**config.mk**
```make
export PLATFORM = sky130hd
export DESIGN_NAME = id_issue_queue
export DESIGN_NICKNAME = d
export VERILOG_FILES = /design/src/rtl/id_issue_queue.sv
export SDC_FILE = /design/constraint.sdc
export NUM_CORES = 1
export LEC_CHECK = 0
export CAP_MARGIN = 20
export CORE_MARGIN = 3
export CORE_UTILIZATION = 49
export DETAILED_ROUTE_END_ITERATION = 8
export PLACE_DENSITY_LB_ADDON = 0.08
export SLEW_MARGIN = 10
export SYNTH_ARGS = -nofsm -noshare
export SYNTH_HDL_FRONTEND = slang
export SYNTH_SLANG_ARGS = --single-unit
```
**constraint.sdc**
```tcl
create_clock -name clk -period 3.5 [get_ports clk]
set_input_delay 1.05 -clock clk [delete_from_list [all_inputs] [get_ports clk]]
set_output_delay 1.05 -clock clk [all_outputs]
set_load 0.03 [all_outputs]
```
**src/rtl/id_issue_queue.sv**
```systemverilog
// Decode-stage instruction queue between IF and decode. Issues the head entry only
// when it does not read the destination of a load still inside the LOAD_LAT window.
module id_issue_queue #(
    parameter int unsigned XLEN     = 32,
    parameter int unsigned DEPTH    = 4,
    parameter int unsigned LOAD_LAT = 1
) (
    input  logic                   clk,
    input  logic                   rst,
    input  logic                   flush,
    input  logic                   ex_stall,
    input  logic                   in_valid,
    output logic                   in_ready,
    input  logic [XLEN-1:0]        in_pc,
    input  logic [31:0]            in_inst,
    output logic                   out_valid,
    output logic [XLEN-1:0]        out_pc,
    output logic [31:0]            out_inst,
    output logic [4:0]             out_rs1,
    output logic [4:0]             out_rs2,
    output logic [4:0]             out_rd,
    output logic                   stallreq_id,
    output logic [$clog2(DEPTH):0] count
);

    localparam int unsigned PtrW = $clog2(DEPTH);
    localparam logic [PtrW:0] Full = (PtrW + 1)'(DEPTH);

    localparam logic [6:0] OpLoad   = 7'b0000011;
    localparam logic [6:0] OpLui    = 7'b0110111;
    localparam logic [6:0] OpAuipc  = 7'b0010111;
    localparam logic [6:0] OpJal    = 7'b1101111;
    localparam logic [6:0] OpReg    = 7'b0110011;
    localparam logic [6:0] OpStore  = 7'b0100011;
    localparam logic [6:0] OpBranch = 7'b1100011;

    logic [XLEN-1:0] pc_mem   [DEPTH];
    logic [31:0]     inst_mem [DEPTH];

    logic [PtrW-1:0] wr_ptr_q, wr_ptr_d;
    logic [PtrW-1:0] rd_ptr_q, rd_ptr_d;
    logic [PtrW:0]   count_q, count_d;

    logic       trk_v_q  [LOAD_LAT];
    logic       trk_v_d  [LOAD_LAT];
    logic [4:0] trk_rd_q [LOAD_LAT];
    logic [4:0] trk_rd_d [LOAD_LAT];

    logic       empty;
    logic [6:0] opcode;
    logic       use_rs1;
    logic       use_rs2;
    logic       is_load;
    logic       hazard;
    logic       issue;
    logic       enq;

    always_comb begin
        empty    = (count_q == '0);
        out_pc   = empty ? '0 : pc_mem[rd_ptr_q];
        out_inst = empty ? '0 : inst_mem[rd_ptr_q];
        out_rs1  = out_inst[19:15];
        out_rs2  = out_inst[24:20];
        out_rd   = out_inst[11:7];
        opcode   = out_inst[6:0];
        use_rs1  = !((opcode == OpLui) || (opcode == OpAuipc) || (opcode == OpJal));
        use_rs2  = (opcode == OpReg) || (opcode == OpStore) || (opcode == OpBranch);
        is_load  = (opcode == OpLoad);
    end

    always_comb begin
        hazard = 1'b0;
        for (int k = 0; k < int'(LOAD_LAT); k++) begin
            if (trk_v_q[k] &&
                ((use_rs1 && (out_rs1 != 5'd0) && (out_rs1 == trk_rd_q[k])) ||
                 (use_rs2 && (out_rs2 != 5'd0) && (out_rs2 == trk_rd_q[k])))) begin
                hazard = 1'b1;
            end
        end
        hazard = hazard & ~empty;
    end

    always_comb begin
        in_ready    = (count_q != Full);
        count       = count_q;
        out_valid   = ~empty & ~hazard;
        stallreq_id = ~empty & hazard;
        issue       = out_valid & ~ex_stall & ~flush;
        enq         = in_valid & in_ready & ~flush;
    end

    always_comb begin
        wr_ptr_d = wr_ptr_q;
        rd_ptr_d = rd_ptr_q;
        count_d  = count_q;
        if (flush) begin
            wr_ptr_d = '0;
            rd_ptr_d = '0;
            count_d  = '0;
        end else begin
            if (enq) begin
                wr_ptr_d = wr_ptr_q + PtrW'(1);
            end
            if (issue) begin
                rd_ptr_d = rd_ptr_q + PtrW'(1);
            end
            case ({enq, issue})
                2'b10:   count_d = count_q + (PtrW + 1)'(1);
                2'b01:   count_d = count_q - (PtrW + 1)'(1);
                default: count_d = count_q;
            endcase
        end
    end

    // Tracker is a shift line of in-flight loads; a stalled pipeline freezes it.
    always_comb begin
        trk_v_d  = trk_v_q;
        trk_rd_d = trk_rd_q;
        if (!ex_stall) begin
            for (int k = int'(LOAD_LAT) - 1; k > 0; k--) begin
                trk_v_d[k]  = trk_v_q[k-1];
                trk_rd_d[k] = trk_rd_q[k-1];
            end
            trk_v_d[0]  = issue & is_load & (out_rd != 5'd0);
            trk_rd_d[0] = issue ? out_rd : 5'd0;
        end
    end

    always_ff @(posedge clk) begin
        if (rst) begin
            wr_ptr_q <= '0;
            rd_ptr_q <= '0;
            count_q  <= '0;
            for (int k = 0; k < int'(LOAD_LAT); k++) begin
                trk_v_q[k]  <= 1'b0;
                trk_rd_q[k] <= 5'd0;
            end
        end else begin
            wr_ptr_q <= wr_ptr_d;
            rd_ptr_q <= rd_ptr_d;
            count_q  <= count_d;
            trk_v_q  <= trk_v_d;
            trk_rd_q <= trk_rd_d;
        end
    end

    // Payload storage needs no reset; occupancy alone decides what is visible.
    always_ff @(posedge clk) begin
        if (enq) begin
            pc_mem[wr_ptr_q]   <= in_pc;
            inst_mem[wr_ptr_q] <= in_inst;
        end
    end

endmodule
```
### Word level (Yosys, flattened, before mapping)

Memories as Yosys holds them, arrays and structs flattened. A register that Yosys moved wholly into a read port is not among the register bits.
Cells that the tools add are included.

* output and inout port bits: 85
* register bits after elaboration: 13
* memories: 2
* input bits: 69
* memory bits (writable): 256

* eq/ne operators: 12
* add/subtract/negate cells: 4
* bitwise logic cells: 13
* muxes and demuxes: 11
* reduce and logical (&&, ||, !) cells: 17

Memories
* inst_mem: words 4, bits a word 32, read ports 1, clocked after Yosys merged registers in 1, write ports 1, RTL line 38 `logic [31:0] inst_mem [DEPTH];`
* pc_mem: words 4, bits a word 32, read ports 1, clocked after Yosys merged registers in 1, write ports 1, RTL line 37 `logic [XLEN-1:0] pc_mem [DEPTH];`

Operators with widths (number)
* $mux W32: 2
* $eq A7 B6 Y1 const B: 3
* $reduce_bool A5 Y1: 3
* $eq A7 B7 Y1 const B: 2
* $eq A5 B5 Y1: 2
* $and A1 B1 Y1: 9
* $mux W2: 4
* $eq A7 B2 Y1 const B: 1
* $eq A7 B5 Y1 const B: 1
* $pmux W3 S2: 1
* $logic_and A1 B1 Y1: 5
* $logic_or A1 B1 Y1: 5
* $mux W5: 1
* $add A2 B1 Y2 const B: 2
* $not A1 Y1: 4
* $add A3 B1 Y3 const B: 1
* $logic_not A3 Y1: 1
* $mux W1: 3
* $ne A3 B3 Y1 const B: 1
* $sub A3 B1 Y3 const B: 1
* $eq A2 B1 Y1 const B: 1
* $eq A2 B2 Y1 const B: 1
* $reduce_bool A2 Y1: 1
* $reduce_or A2 Y1: 1
* $logic_not A1 Y1: 1

### Logic depth before layout (Yosys ltp)

Gate-level depths: netlist of run 1.

* word-level depth: 18
* mapped depth: 14
* gate-level depth less buffers: 12

### Worst setup path before layout of run 1

OpenSTA, ideal clock, no wires.

* path type: register -> output
* start point: register with a tool-made name
* end point: output out_valid
* cell stages (with the launch flop): 9
* slack: -50 ps
* buffers on the path: 2
* data arrival time: 2500 ps
* required time: 2450 ps
* path through: dfxtp_1 buf_6 buf_6 mux4_2 and2_1 a32oi_1 o31ai_1 o2111a_1 nor3_2

RTL lines
* end: declaration: RTL line 16 `output logic out_valid,`

==> flow_summary.yaml, run 1 <==
sta:
  max_freq_mhz: 259
  hold_viol_final: 0
  finalSetupViolCount: 3
  setup_ws_ns: -0.361
  period_needed_ns: 3.86
  grt_setup_unrepaired: "yes"
  hold_slack_ns: 0.489
  relSlewSlack: 0.446
  worstMarginPinSlew_ns: 0.825
  drv_slew: 0
  fin_skew_ns: 0.0110
  period_share: 1.10
clock_network:
  clock_sinks: 271
  cts_buffers: 27
  hold_buffers: 0
  cts_max_level: 1
  cts_tree: "yes"
  clockBufferDepth: 3
  insertion_delay_ns: 0.52
  clk_pin_slew_ns: 0.06
  root_buffer: "clkbuf_16"
synthesis:
  synth_fa_ha_area_frac: 0.00771
  synth_nets: 607
  syn-cell-area_sq_mm: 0.0107
  synth_mux_area_frac: 0.137
  yosysSeqAreaShare: 0.746
  synth_compound_area_frac: 0.0155
  synth_top_family_by_area: "multiplexers"
  yosys_warnings: 0
  synth_xor_area_frac: 0.00817
  syn_inst: 532
  synthSimpleGateAreaFrac: 0.0638
  synth_seq_cells: 271
  synth_area_per_cell_sq_um: 20.1
  yosysUniqueCellTypes: 40
critical_path:
  cp.arrival_ns: 2.81
  path_class: "reg2out"
  critPathMaxFanout: 6
  cp-end-kind: "output pin"
  ff2ff_path_depth: 16
  critPathLaunchType: "register"
  worstPathCellList: "buf_12 -> buf_8 -> mux4_2 -> xnor2_1 -> a32oi_2 -> o31ai_2 -> o2111a_2 -> buf_6 -> nor3_4 -> buf_6"
  critPathRequiredTime_ns: 2.45
  slowest_delay_ns: 0.55
  worst_path_max_delay_cell: "mux4_2"
  crit_top_cell: "buf_6"
place:
  dp_cells: 950
  placement.io_buffers: 153
  hpwl_um: 13000
  gp_congestion: 0.821
drt:
  drc: 0
  wirelength_um: 21700
  wl_per_cell_um: 21.3
  first_pass_iters: 4
  antenna_left: 0
  viasPerCell: 5.50
  drt-initial-drc-count: 423
  via_count: 5618
floorplanning:
  initial_core_util: 0.505
  dieWidth_um: 154
  die_y_um: 154
  fp.coreArea_sq_mm: 0.0212
  die_area_sq_mm: 0.0237
  num_rows: 53
  io_pins: 154
global_routing:
  grt_pass1_vias: 5984
  antenna_found_initial: 0
  overflow: 0
  track_usage: 0.182
  grt_max_degree: 65
  grt_pass1_wl_um: 33800
power_and_ir_drop:
  p_total_mw: 6.61
  power_density_mw_per_mm2: 485
  cellLeakagePower_nw: 4.66
  ir_worst_vdd_mv: 0.400
hold_path:
  hold_depth: 2
  hold_class: "reg2reg"
cells_and_area:
  layout.nets: 803
  area_growth_pct: 27.1
  n_fill_cell: 1505
  instances_no_fill: 1022
  drive_gt1_frac: 0.305
  antenna_cells: 0
run_status:
  status: "complete, but fails checks"
  violations: "negative setup slack"
run:
  cap_violations: 0
sequential cells by signal (all words and copies together), names as in the netlist, named ones only:
register,count
pc_mem,128
inst_mem,128
wr_ptr_q,2
trk_v_q,1
rd_ptr_q,2
trk_rd_q,5
count,3
logic make-up (layout without fill, tap and decap cells):
| family | after synthesis | count (layout) |
|---|---|---|
| XOR/XNOR | 10 | 10 |
| AO/OA/AOI/OAI | 22 | 22 |
| AND/OR/NAND/NOR | 113 | 113 |
| buffers and inverters | 44 | 259 |
| adder cells (fa/ha/maj) | 6 | 6 |
| multiplexers | 66 | 66 |
| flip-flops | 271 | 271 |
final timing paths:
check         endpoint         from  slack [ns]
max          out_valid     register       -0.36
min           register  rd_ptr_q[1]        0.49
max reg2reg   count[2]     register       -0.22
min reg2reg   register  rd_ptr_q[1]        0.49
stage by stage:
step | setup TNS (ns) | util | setup WS [ns] | cell area [sq um]
2_1_floorplan | 0 | - | 0.0479 | 10700
3_3_place_gp | -0.0149 | 0.597 | -0.0149 | 12700
3_5_place_dp | -0.107 | 0.597 | -0.0612 | 12700
4_1_cts | -3.35 | 0.634 | -0.418 | 13500
5_1_grt | -1.63 | 0.642 | -0.487 | 13600
6_report | -0.927 | 0.642 | -0.361 | 13600
synth_stat cells (all sizes together):
library cell | n | share of area
inv | 7 | 0.0025
xor2 | 2 | 0.0016
or4 | 4 | 0.0028
a211oi | 1 | 0.00070
nor2 | 15 | 0.0053
edfxtp | 256 | 0.72
buf | 26 | 0.016
nor2b | 1 | 0.00058
dfxtp | 15 | 0.028
a32oi | 2 | 0.0016
or2 | 2 | 0.0012
nor3 | 4 | 0.0028
mux4 | 64 | 0.13
nand4b | 1 | 0.00082
and2 | 68 | 0.040
or3 | 3 | 0.0018
o31ai | 3 | 0.0021
nand2b | 1 | 0.00058
ha | 5 | 0.0058
nand2 | 3 | 0.0011
nor3b | 2 | 0.0014
xnor2 | 8 | 0.0065
o2111a | 1 | 0.0011
nor4 | 1 | 0.0012
o21a | 1 | 0.00070
or3b | 1 | 0.00082
o21ai | 2 | 0.00093
nand3 | 4 | 0.0019
a32o | 6 | 0.0056
mux2 | 2 | 0.0021
fa | 1 | 0.0019
nand4 | 2 | 0.0012
clkbuf | 11 | 0.0039
nor4b | 1 | 0.00082
a21oi | 6 | 0.0028
cell type report:
class | instances | area, sq um | share of cell area
inverter | 7 | 26.3 | 0.00193
tap | 275 | 344 | 0.0253
sequential | 271 | 8000 | 0.587
timing repair buffer | 204 | 1870 | 0.137
clock buffer | 33 | 698 | 0.0513
clock inverter | 15 | 93.8 | 0.00689
multi-input combinational | 217 | 2600 | 0.191
per-layer routing:
layer,GRT usage,part of all wire,wire [um],up-vias
li1,-,-,-,2525
met1,0.241,0.42,9170,2913
met2,0.315,0.51,11200,156
met3,0.0355,0.046,1010,24
met4,0.0416,0.019,409,0
met5,0,0,0,-
where the power goes:
part | internal (mW) | switching [mW]
Sequential | 3.60 | 0.0122
Combinational | 0.178 | 0.212
Clock | 1.48 | 1.12
critical path: cells and delay by family, from the launching register on:
kind            cells  cell delay [ns]
xor+xnor            1             0.16
simple gates        1             0.14
flops               1             0.39
compound gates      3             0.52
mux                 1             0.55
buf+inv             4             0.52
cells in the final DEF (no fill, tap or decap), types with 7 or more instances in the layout:
| cell | count |
|---|---|
| clkbuf_16 | 29 |
| clkdlybuf4s50_1 | 80 |
| buf_2 | 16 |
| mux4_2 | 64 |
| clkbuf_2 | 31 |
| inv_1 | 7 |
| buf_12 | 11 |
| clkinv_1 | 8 |
| nor2_1 | 15 |
| xnor2_1 | 7 |
| and2_1 | 56 |
| and2_4 | 12 |
| edfxtp_1 | 256 |
| buf_4 | 34 |
| dfxtp_1 | 13 |
| dlygate4sd2_1 | 21 |
timing repair:
item                                    4_1_cts  5_1_grt
endpoints found under the hold margin         0        0
gates cloned                                  0        2
buffers inserted                              4       18
resized for setup                            90      134
pin swaps                                     3        7
endpoints found under the setup margin       73       55
Note: power is estimated with default switching activity, not from simulation.
==> run 2, diff against run 1 <==
- CELL_PAD_IN_SITES_DETAIL_PLACEMENT: unset -> 1
- CELL_PAD_IN_SITES_GLOBAL_PLACEMENT: unset -> 2
- CORE_ASPECT_RATIO: unset -> 1.25
- CORE_UTILIZATION: 49 -> 37
==> run 2 against run 1 <==
Net effect: the flow still finishes with violations (negative setup slack); worst setup slack worse by 0.0047 ns; register-to-register slack improved by 0.11 ns; first-iteration DRC count down 39%; die area is 31% higher; sequential share of layout area decreased by 1.5 points; count of clock-buffer cells in the layout up 2; largest power group unchanged; clock skew rose by 0.013 ns; clock power increased by 8.8%; flip-flop and latch count did not move.
==> flow_summary.yaml, run 2 (synthesis gave the netlist of run 1 again) <==
critical_path:
  rrSetupSlack_ns: -0.11
  critPathMaxFanout: 6
  cp.arrival_ns: 2.82
  critPathRequiredTime_ns: 2.45
  critPathLaunchType: "register"
  path_class: "reg2out"
  reg2reg_to: "count[2]"
  cp-end-kind: "output pin"
  ff2ff_path_depth: 14
floorplanning:
  num_rows: 69
  fp.coreArea_sq_mm: 0.0285
  dieWidth_um: 158
  io_pins: 154
  die_y_um: 196
  initial_core_util: 0.376
  die_area_sq_mm: 0.0310
sta:
  hold_viol_final: 0
  drv_slew: 0
  period_share: 1.10
  setup_ws_ns: -0.366
  period_needed_ns: 3.87
  relSlewSlack: 0.424
  fin_skew_ns: 0.0242
  finalSetupViolCount: 3
  grt_setup_unrepaired: "yes"
  max_freq_mhz: 259
  worstMarginPinSlew_ns: 0.858
power_and_ir_drop:
  power_density_mw_per_mm2: 490
  clkPwrFrac: 0.414
  comb_power_share: 0.059
  intPower_mw: 5.44
  p_seq_frac: 0.527
  ir_worst_vdd_mv: 0.345
  swShare: 0.206
  cellLeakagePower_nw: 4.85
  p_switching_mw: 1.41
clock_network:
  insertion_delay_ns: 0.54
  cts_max_level: 1
  cts_buffers: 29
  root_buffer: "clkbuf_16"
  clockBufferDepth: 3
  clock_sinks: 271
  clk_pin_slew_ns: 0.06
  cts_tree: "yes"
global_routing:
  overflow: 0
  grt_max_degree: 33
  grt_pass1_wl_um: 38000
  grt_pass1_vias: 6492
  track_usage: 0.162
  antenna_found_initial: 1
cells_and_area:
  instances_no_fill: 1119
  top_regs: "inst_mem (128), pc_mem (128), trk_rd_q (5)"
  n_fill_cell: 2627
  multiInputGateArea_sq_mm: 0.00254
  area_growth_pct: 30.6
  layout.nets: 818
  drive_gt1_frac: 0.289
  regArea_sq_mm: 0.00800
  antenna_cells: 0
  mostFrequentLayoutCell: "edfxtp_1"
  final_cell_mix: "edfxtp_1, clkdlybuf4s50_1, mux4_2, and2_1, buf_4"
run:
  cap_violations: 0
place:
  dp_cells: 1052
  pre_cts_ws_ns: -0.374
  hpwl_um: 16400
  gp_congestion: 0.705
  placement.io_buffers: 153
drt:
  first_pass_iters: 4
  wirelength_um: 25100
  antenna_left: 0
  viasPerCell: 5.06
  wl_per_cell_um: 22.4
  drt-initial-drc-count: 258
  drc: 0
  via_count: 5657
hold_path:
  hold_depth: 2
  min-delay-start: "rd_ptr_q[1]"
  hold_class: "reg2reg"
run_status:
  violations: "negative setup slack"
  status: "complete, but fails checks"
[run 2: changes by cell type in the layout (fill, tap and decap cells not counted), sizes merged]
cell / delta
dlygate4sd2: +25
clkbuf: -21
clkdlybuf4s15: +11
clkdlybuf4s50: -8
buf: +6
clkinv: +2
dlymetal6s2s: +2
bufinv: +1
inv: -1
[run 2: metal layers]
metal	GRT usage	up-vias	part of all wire
met2	0.289	135	0.53
li1	-	2550	-
met1	0.206	2935	0.42
met5	0	-	0.00052
met4	0.0338	2	0.016
met3	0.0276	35	0.041
[run 2: area by class of cell]
| type | count | share of cell area |
|---|---|---|
| flip-flops and latches | 271 | 0.572 |
| multi-input cells | 217 | 0.181 |
| well taps | 355 | 0.0318 |
| inverters | 7 | 0.00188 |
| clock buffers | 35 | 0.0535 |
| repair buffers | 217 | 0.151 |
| clock inverters | 17 | 0.00921 |
[run 2: repair_timing]
action,CTS,global route
endpoints found under the setup margin,78,45
pin swaps,3,4
buffers inserted,13,2
gates cloned,0,0
endpoints found under the hold margin,0,0
hold buffers,0,0
resized for setup,124,38
[run 2: worst max path at each step]
stage,start,endpoint,slack (ns),cells after the start
2_1_floorplan,register,count[2],0.05,14
3_3_place_gp,register,stallreq_id,-0.31,8
3_5_place_dp,register,stallreq_id,-0.37,8
4_1_cts,register,stallreq_id,-0.41,7
5_1_grt,register,out_valid,-0.47,8
6_report,register,stallreq_id,-0.37,7
[run 2: power groups by stage]
stage                     Combinational [mW]  Sequential (mW)  Clock (mW)
after floorplan                        0.186             3.69           0
after global placement                 0.411             3.68           0
after detailed placement               0.422             3.68           0
after CTS                              0.412             3.62        2.93
after global routing                   0.436             3.62        3.06
final                                  0.404             3.62        2.84
[run 2: stage by stage]
step                 util  setup TNS [ns]  cell area, sq um  total power, mW  hold slack [ns]
floorplan               -               0             10700             3.87            0.453
global placement    0.455           -1.50             13000             4.09            0.457
detailed placement  0.455           -1.72             13000             4.11            0.473
CTS                 0.490           -1.01             14000             6.95            0.482
global route        0.491           -1.28             14000             7.12            0.495
finish              0.491          -0.842             14000             6.86            0.482
[run 2: critical path, cell delays in order (launching register included)]
cell     delay (ns)
dfxtp_4        0.42
buf_8          0.14
mux4_2         0.52
or4_4          0.53
o21ai_2        0.16
nor4_2         0.07
or2_2          0.30
buf_6          0.14
==> run 3, diff against run 2 <==
- CORE_UTILIZATION: 37 -> 38
- CTS_BUF_LIST: unset -> sky130_fd_sc_hd__clkbuf_4
- SKIP_CTS_REPAIR_TIMING: unset -> 1
- SKIP_LAST_GASP: unset -> 1
==> run 3 against run 2 <==
Net effect: the run still ends with negative setup slack left; critical path depth up 1; worst setup slack lost 0.10 ns; maximum frequency is 2.6% lower; flip-flop and latch count unchanged; global-route usage increased by 0.19 points; via count is 4.5% higher; register-to-register slack better by 0.05 ns; critical path type unchanged; largest power group unchanged.
==> flow_summary.yaml, run 3 (synthesis gave the netlist of run 1 again) <==
run_status:
  status: "complete, but fails checks"
  violations: "negative setup slack"
floorplanning:
  io_pins: 154
  initial_core_util: 0.386
  fp.coreArea_sq_mm: 0.0277
  dieWidth_um: 156
  die_y_um: 194
  die_area_sq_mm: 0.0303
  num_rows: 68
power_and_ir_drop:
  ir_worst_vdd_mv: 0.440
  p_total_mw: 6.68
  cellLeakagePower_nw: 5.13
  power_density_mw_per_mm2: 476
drt:
  drt-initial-drc-count: 201
  first_pass_iters: 4
  wirelength_um: 25200
  viasPerCell: 5.00
  antenna_left: 0
  drc: 0
  via_count: 5912
  wl_per_cell_um: 21.3
critical_path:
  critPathRequiredTime_ns: 2.45
  critPathLaunchType: "register"
  critPathMaxFanout: 5
  rrSetupSlack_ns: -0.06
  path_class: "reg2out"
  reg2reg_to: "count[2]"
  ff2ff_path_depth: 17
  cp.arrival_ns: 2.92
  cp-end-kind: "output pin"
clock_network:
  cts_tree: "yes"
  clock_sinks: 271
  clk_pin_slew_ns: 0.07
  insertion_delay_ns: 0.64
  cts_buffers: 71
  root_buffer: "clkbuf_4"
  clockBufferDepth: 3
  cts_max_level: 3
sta:
  drv_slew: 0
  max_freq_mhz: 252
  worstMarginPinSlew_ns: 0.944
  fin_skew_ns: 0.0246
  period_share: 1.13
  setup_ws_ns: -0.470
  fin_setup_tns_ns: -2.96
  finalSetupViolCount: 25
  relSlewSlack: 0.366
  grt_setup_unrepaired: "yes"
  hold_viol_final: 0
  period_needed_ns: 3.97
cells_and_area:
  instances_no_fill: 1183
  n_fill_cell: 2618
  post-route-cell-area_sq_mm: 0.0140
  final_cell_mix: "edfxtp_1, clkbuf_4, clkdlybuf4s50_1"
  layout.nets: 858
  area_growth_pct: 30.9
  top_regs: "inst_mem (128), pc_mem (128), trk_rd_q (5)"
  mostFrequentLayoutCell: "edfxtp_1"
  drive_gt1_frac: 0.408
global_routing:
  grt_use_met1: 0.188
  antenna_found_initial: 3
  use_met2: 0.285
  grt_pass1_wl_um: 37500
  track_usage: 0.164
  grt_util_met3: 0.0580
  busiest_layer: "met2"
  overflow: 0
  grt_pass1_vias: 6685
  grt_max_degree: 65
hold_path:
  hold_depth: 2
  min-delay-start: "rd_ptr_q[1]"
  hold_class: "reg2reg"
place:
  dp_cells: 1025
  place_area_sq_mm: 0.0128
  placement.io_buffers: 153
  gp_congestion: 0.784
  hpwl_um: 15100
run:
  cap_violations: 0
==> run 3: changes by cell type in the layout (fill, tap and decap cells not counted), sizes merged <==
cell / delta
dlygate4sd2: -46
bufinv: -1
diode: +2
buf: +26
clkbuf: +86
clkinv: -4
dlymetal6s2s: +16
clkdlybuf4s15: -13
inv: +3
==> run 3: cell type report <==
| type | count | area [sq um] | area share |
|---|---|---|---|
| clock inverter | 15 | 82.6 | 0.00589 |
| inverter | 7 | 26.3 | 0.00187 |
| tap | 350 | 438 | 0.0312 |
| antenna | 2 | 5.00 | 0.000357 |
| multi-input combinational | 217 | 2610 | 0.186 |
| clock buffer | 106 | 796 | 0.0567 |
| sequential | 271 | 8000 | 0.570 |
| timing repair buffer | 215 | 2070 | 0.148 |
==> run 3: worst max-delay path by stage <==
stage,from,end,slack (ns),cells past startpoint
2_1_floorplan,register,count[2],0.05,14
3_3_place_gp,register,count[2],0.01,12
3_5_place_dp,register,count[2],-0.05,12
4_1_cts,register,stallreq_id,-0.73,7
5_1_grt,register,stallreq_id,-0.62,8
6_report,register,stallreq_id,-0.47,8
==> run 3: routing by layer <==
| layer | vias up | part of all wire |
|---|---|---|
| met1 | 3031 | 0.39 |
| met5 | - | 0.00044 |
| li1 | 2675 | - |
| met3 | 26 | 0.067 |
| met2 | 178 | 0.53 |
| met4 | 2 | 0.011 |
==> run 3: power breakdown <==
group	total, mW	internal (mW)	leakage, nW	switching, mW
clock	2.66	1.45	0.532	1.21
combinational	0.409	0.189	2.15	0.220
sequential	3.61	3.60	2.45	0.0127
==> run 3: stage by stage <==
stage               hold WS (ns)  worst slack, ns  utilization
floorplan                  0.453           0.0479            -
global placement           0.465           0.0108        0.461
detailed placement         0.478          -0.0536        0.461
CTS                        0.494           -0.734        0.493
global route               0.535           -0.615        0.506
finish                     0.492           -0.470        0.506
==> run 3: critical path: stages (launching register included) <==
cell and delay, ns:
dfxtp_4 0.36, buf_12 0.12, buf_12 0.10, mux4_2 0.51
or4_4 0.54, o21ai_4 0.19, nor4_4 0.08, or2_4 0.24
buf_6 0.14
